File: config.mk
export PLATFORM = sky130hd
export DESIGN_NAME = histogram_multi
export DESIGN_NICKNAME = d
export VERILOG_FILES = /design/src/rtl/histogram_multi.sv
export SDC_FILE = /design/constraint.sdc
export NUM_CORES = 1
export LEC_CHECK = 0
export CORE_ASPECT_RATIO = 0.7
export CORE_MARGIN = 2
export CORE_UTILIZATION = 52
export DETAILED_ROUTE_END_ITERATION = 6
export PLACE_DENSITY_LB_ADDON = 0.05
export SETUP_SLACK_MARGIN = 0.3
export SLEW_MARGIN = 20
export SYNTH_ARGS = -nofsm -noshare
export SYNTH_HDL_FRONTEND = slang
export SYNTH_SLANG_ARGS = --single-unit
export TNS_END_PERCENT = 5
File: constraint.sdc
create_clock -name clk -period 3.8 [get_ports clk]
set_input_delay 0.57 -clock clk [delete_from_list [all_inputs] [get_ports clk]]
set_output_delay 0.57 -clock clk [all_outputs]
set_load 0.03 [all_outputs]
File: src/rtl/histogram_multi.sv
`default_nettype none
// ============================================================================
// Module      : histogram_multi
// Description : Per-channel sample-code histogram over a window of
//               2^LOG2_WIN qualified samples. At each window end the scaled,
//               saturating bin counts are published with a one-cycle strobe
//               and a wrapping window sequence number.
// Ports       : clk      - sample clock
//               reset    - synchronous, active-high reset
//               x        - packed samples, channel c = x[c*BITS +: BITS]
//               x_valid  - sample qualifier
//               clear    - synchronous window restart (published data held)
//               h        - published bins, ch c / bin k at (c*NB+k)*OUT_W
//               h_valid  - one-cycle strobe on the cycle h updates
//               win_seq  - completed-window counter, wraps 255->0
// Revision    : 1.0 - initial release
// ============================================================================
module histogram_multi #(
  parameter int NCH      = 4,
  parameter int BITS     = 2,
  parameter int LOG2_WIN = 19,
  parameter int OUT_W    = 8
) (
  input  logic                             clk,
  input  logic                             reset,
  input  logic [NCH*BITS-1:0]              x,
  input  logic                             x_valid,
  input  logic                             clear,
  output logic [NCH*(2**BITS)*OUT_W-1:0]   h,
  output logic                             h_valid,
  output logic [7:0]                       win_seq
);

  localparam int NB = 2**BITS;
  // One extra bit so a bin that takes every sample of the window fits.
  localparam int CW = LOG2_WIN + 1;
  localparam int SH = LOG2_WIN - OUT_W;
  localparam logic [CW-1:0] c_sat_max = CW'((64'd1 << OUT_W) - 64'd1);

  logic [LOG2_WIN-1:0] n_q, n_d;
  logic                h_valid_q, h_valid_d;
  logic [7:0]          win_seq_q, win_seq_d;
  logic                w_accept;
  logic                w_term;

  // clear has priority over x_valid, including on the terminal sample.
  assign w_accept = x_valid & ~clear;
  assign w_term   = w_accept & (n_q == {LOG2_WIN{1'b1}});

  always_comb begin
    n_d       = n_q;
    h_valid_d = w_term;
    win_seq_d = win_seq_q + 8'(w_term);
    if (clear) begin
      n_d = '0;
    end else if (x_valid) begin
      // The all-ones terminal count wraps naturally to zero.
      n_d = n_q + LOG2_WIN'(1);
    end
  end

  always_ff @(posedge clk) begin
    if (reset) begin
      n_q       <= '0;
      h_valid_q <= 1'b0;
      win_seq_q <= '0;
    end else begin
      n_q       <= n_d;
      h_valid_q <= h_valid_d;
      win_seq_q <= win_seq_d;
    end
  end

  assign h_valid = h_valid_q;
  assign win_seq = win_seq_q;

  for (genvar c = 0; c < NCH; c++) begin : g_ch
    for (genvar k = 0; k < NB; k++) begin : g_bin
      logic            w_hit;
      logic [CW-1:0]   w_sum;
      logic [CW-1:0]   w_scaled;
      logic [CW-1:0]   cnt_q, cnt_d;
      logic [OUT_W-1:0] h_q, h_d;

      assign w_hit    = w_accept && (x[c*BITS +: BITS] == BITS'(k));
      // Count including the current sample, so the terminal sample is
      // part of the published result.
      assign w_sum    = cnt_q + CW'(w_hit);
      assign w_scaled = w_sum >> SH;

      always_comb begin
        cnt_d = w_sum;
        h_d   = h_q;
        if (clear || w_term) begin
          cnt_d = '0;
        end
        if (w_term) begin
          // Only a bin holding the full window exceeds the output range.
          h_d = (w_scaled > c_sat_max) ? c_sat_max[OUT_W-1:0]
                                       : w_scaled[OUT_W-1:0];
        end
      end

      always_ff @(posedge clk) begin
        if (reset) begin
          cnt_q <= '0;
          h_q   <= '0;
        end else begin
          cnt_q <= cnt_d;
          h_q   <= h_d;
        end
      end

      assign h[(c*NB+k)*OUT_W +: OUT_W] = h_q;
    end
  end

endmodule
`default_nettype wire

## Word-level counts from Yosys, hierarchy flattened

Index checks and enable logic that the tools add are counted.

- Latch bits: 0
- Input port bits: 12
- Memories kept: 0
- Bits in writable memories: 0
- Memory bits (read-only): 0
- Output and inout bits: 137
- Register bits after elaboration: 476

- $lt $le $gt $ge: 16
- Shift operators: 0
- Mux-type cells: 16
- Multiply operators: 0
- Bitwise logic cells: 3
- Divide/modulo/power cells: 0
- Add/subtract/negate cells: 18
- Equality and inequality tests: 13
- Reduce and logical (&&, ||, !) cells: 23

Operators by type and width:

| cell | count |
|---|---|
| $add 20x1->20 | 16 |
| $gt 9x8->1 const B | 16 |
| $mux 8 | 16 |
| $add 19x1->19 const B | 1 |
| $eq 19x19->1 const B | 1 |
| $eq 2x2->1 const B | 8 |
| $logic_and 1x1->1 | 16 |
| $add 8x1->8 | 1 |
| $eq 2x1->1 const B | 4 |
| $logic_not 2->1 | 4 |
| $reduce_or 2->1 | 2 |
| $and 1x1->1 | 2 |
| $logic_or 1x1->1 | 1 |
| $not 1->1 | 1 |

## Longest topological paths before layout

- Word-level depth: 6
- Gate-level depth with buffers: 13
- Mapped depth without buffers: 10

## Least setup slack after synthesis

Ideal clock, no wire load.

- Path type: in2reg
- From: input port x_valid
- To: register g_ch[1].g_bin[1].h_q[0]
- Stages: 11
- Path buffers: 2
- Setup time: 134 ps
- Arrival: 2689 ps
- Required time: 3666 ps
- Setup slack: 978 ps
- Path through: buf_4 > nor2b_1 > clkbuf_1 > nand2_1 > nor2_1 > ha_1 > nand3_1 > or4_4 > o31a_1 > nor3_4 > a211oi_1

- Cells in the longest elaborated chain, start to end: 5

Ends and longest elaborated chain:

| element | line | text |
|---|---|---|
| from (decl) | 27 | `input logic x_valid,` |
| $and 1x1->1 (*) | 47 | `assign w_accept = x_valid & ~clear;` |
| $logic_and 1x1->1 | 85 | `assign w_hit = w_accept && (x[c*BITS +: BITS] == BITS'(k));` |
| $add 20x1->20 | 88 | `assign w_sum = cnt_q + CW'(w_hit);` |
| $gt 9x8->1 | 99 | `h_d = (w_scaled > c_sat_max) ? c_sat_max[OUT_W-1:0]` |
| $mux 8 | 99 |  |
| to (signal assigned) | 107 | `h_q <= '0;` |
| to (signal assigned) | 110 | `h_q <= h_d;` |
| to (decl) | 83 | `logic [OUT_W-1:0] h_q, h_d;` |

Mark *: on every way between the ends. The rest lies on a longest branch, timed or not.
A chain may end at the register's enable or synchronous reset.

## Final worst setup path

- From: input port clear
- To: register g_ch[3].g_bin[1].h_q[3]

- Cells in the longest elaborated chain, start to end: 6

Ends and longest elaborated chain:

| element | line | text |
|---|---|---|
| from (decl) | 28 | `input logic clear,` |
| $not 1->1 (*) | 47 |  |
| $and 1x1->1 (*) | 47 |  |
| $logic_and 1x1->1 | 85 |  |
| $add 20x1->20 | 88 |  |
| $gt 9x8->1 | 99 |  |
| $mux 8 | 99 |  |
| to (signal assigned) | 107 |  |
| to (signal assigned) | 110 |  |
| to (decl) | 83 |  |

Marks and branches as above.

==> out/metrics.csv <==
metric,value,unit
synthToLayoutAreaGrowth,18.83,%
hold_viol_final,0,
grtUsageTotal,0.2061,
synthCells,2065,
critPathSlowestCell,nor3_1,
wl_per_cell,14.32,um
cts_made_buffers,46,
outcome,"complete, no violations",
rrSetupSlack,1.23,ns
worstSetupStartpointType,input pin,
fin_crit_sh,0.7973,
max_clock_freq,0.3301,GHz
clock_sinks,476,
final_common_cell,dfxtp_1,
start_util,0.5297,
postCtsSetupBuffers,0,
worst_slew_pin_slew,0.7938,ns
grt_pass1_wl,66010,um
antenna_left,0,
fin_worst_skew,0.01355,ns
die_h,164.4,um
relSlewSlack,0.4668,
avgSynthCellArea,9.252,um2
endpoint_kind,flop,
dr.pass1.iters,5,
drc,0,
worstReg2RegStart,n_q[0]$_SDFFE_PP0P_,
drive_gt1_frac,0.05895,
synth_area,19110,um2
hold_class,flop to flop,
path_cells,clkdlybuf4s50_1 -> nand2b_1 -> nor3b_1 -> ha_1 -> ha_1 -> nand3_1 -> nor3_1 -> nand3_1 -> xor2_1 -> a21oi_1,
finalSetupViolations,0,
min_delay_path_depth,2,
dpl.hpwl,26470,um
critical_path.max_stage_delay,0.54,ns
placed_cells,2656,
clock_latency,0.55,ns
coreArea,36070,um2
worstHoldStart,n_q[18]$_SDFFE_PP0P_,
finalNonFillerCells,2736,
routed-via-count,14270,
final.setup.tns,0,ns
required,4.22,ns
drt_iter0_markers,626,
critical_path_class,input pin to flop,
drv_slew,0,
antenna_found_initial,0,
crit_fanout,6,
yosys_warnings,0,
rows,58,
place_congestion,0.8091,
final_cell_mix,"dfxtp_1 (476), nor2_1 (385), xor2_1 (166), clkdlybuf4s50_1 (147), xnor2_1 (127)",
boundaryPins,149,
post_cts_resized,0,
grt_setup_unrepaired,false,
drt-total-wl,39180,um
cap_violations,0,
root_buffer,clkbuf_16,
fin_crit,3.030,ns
die-area,38320,um2
grt_max_degree,74,
rr_endpoint,win_seq[6]$_SDFF_PP0_,
synthesis.nets,2112,
clockBufferDepth,3,
clk_pin_slew_worst_paths,0.06,ns
io_buffers,148,
p_per_area,426.2,nW/um2
synth_seq_cells,476,
synth.distinct_cells,45,
grt_pass1_vias,13700,
vias_per_cell,5.215,
ys_seq_area_frac,0.4988,
max-vdd-ir-drop,0.0002837,V
leakagePower,0.008513,uW
cts_htree_levels,2,
arrival,3.45,ns
gr-total-overflow,0,
ctsHoldBuffers,0,
r2r_cells,11,
cts_tree,yes,
n_antenna_cell,0,
fin_nets,2271,
die_width,233.1,um
hold_end,n_q[18]$_SDFFE_PP0P_,
==> sequential cells by signal (all words and copies together), names as in the netlist <==
register and flops:
h_valid 1, g_ch.g_bin.cnt_q 320, win_seq 8, g_ch.g_bin.h_q 128
n_q 19
==> routing by layer <==
metal	GRT usage	part of all wire	vias up
li1	-	-	7335
met1	0.2895	0.51	6680
met2	0.3299	0.44	197
met3	0.03643	0.037	57
met4	0.05038	0.019	0
met5	0	0	-
==> worst max-delay path by stage <==
| stage | from | end | slack, ns | cells after the start |
|---|---|---|---|---|
| 6_report | clear | g_ch[3].g_bin[1].h_q[3]$_SDFFE_PP0P_ | 0.77 | 10 |
| 5_1_grt | clear | g_ch[3].g_bin[1].h_q[3]$_SDFFE_PP0P_ | 0.57 | 10 |
| 4_1_cts | clear | g_ch[3].g_bin[1].h_q[3]$_SDFFE_PP0P_ | 0.81 | 10 |
| 3_5_place_dp | clear | g_ch[3].g_bin[1].h_q[3]$_SDFFE_PP0P_ | 0.27 | 10 |
| 3_3_place_gp | clear | g_ch[3].g_bin[1].h_q[3]$_SDFFE_PP0P_ | 0.34 | 10 |
| 2_1_floorplan | x_valid | g_ch[1].g_bin[1].h_q[0]$_SDFFE_PP0P_ | 0.98 | 11 |
==> cells in the mapped netlist (all sizes together) <==
library cell  instances  share of area
ha                   35          0.023
and4                 36          0.017
inv                  32         0.0063
and3                 45          0.015
a41oi                 2        0.00092
xnor2               127          0.058
or4                   1        0.00059
nor3b                 4         0.0018
and2                 34          0.011
o21a                  9         0.0035
a21oi               123          0.032
nor2                386          0.076
nand2b                3        0.00098
a211oi                8         0.0031
nand2               105          0.021
o21ai                 2        0.00052
nor2b                 7         0.0023
or2                   1        0.00033
nand4                66          0.022
buf                  44          0.012
nand3               112          0.030
nor4b                 1        0.00079
nand3b                1        0.00039
o21bai              120          0.047
clkbuf               30         0.0059
or3                   5         0.0016
nor3                 49          0.020
a31o                  1        0.00046
a31oi                11         0.0036
dfxtp               476           0.50
mux2i                 1        0.00052
xor2                166          0.076
nor4bb                1        0.00052
o31a                  3         0.0014
nor4                 18         0.0072
==> worst max-delay path, delay by kind of cell <==
kind | cells | cell delay [ns]
adders and majority gates | 2 | 0.46
buffers and inverters | 1 | 0.45
xor gates and xnor gates | 1 | 0.21
AOI/OAI and AO/OA | 1 | 0.09
and+or+nand+nor | 5 | 1.66
==> layout make-up <==
cell class,instances,area (um2)
fill,3078,13360
inverter,32,120.1
multi-input combinational,1483,9134
timing repair buffer,185,1819
tap,480,600.6
clock inverter,7,85.08
clock buffer,73,1416
sequential,476,9529
==> through the flow <==
stage                     instance area, um2  worst slack, ns    util  hold slack (ns)  power, uW
after floorplan                        19110           0.9776       -           0.4372       5204
after global placement                 21200           0.3403  0.5879           0.4555       5257
after detailed placement               21200           0.2686  0.5879           0.4724       5258
after CTS                              22700           0.8074  0.6295           0.4865       9803
after global routing                   22700           0.5717  0.6295           0.5313      10010
final                                  22700           0.7702  0.6295           0.4878       9677
==> logic make-up (layout without fill, tap and decap cells) <==
family,count (synthesis),count (layout),synth area share
multiplexers,1,1,0.0005239
AO/OA/AOI/OAI,279,279,0.09293
buffers and inverters,106,297,0.02410
AND/OR/NAND/NOR,875,875,0.2265
adder cells (fa/ha/maj),35,35,0.02292
flip-flops,476,476,0.4988
XOR/XNOR,293,293,0.1343
==> report_power, final <==
group	switching (uW)	internal, uW	total [uW]
Sequential	1.61	4990	4990
Combinational	98.5	51.7	150
Clock	1860	2680	4530
(Power assumes the default switching activity.)
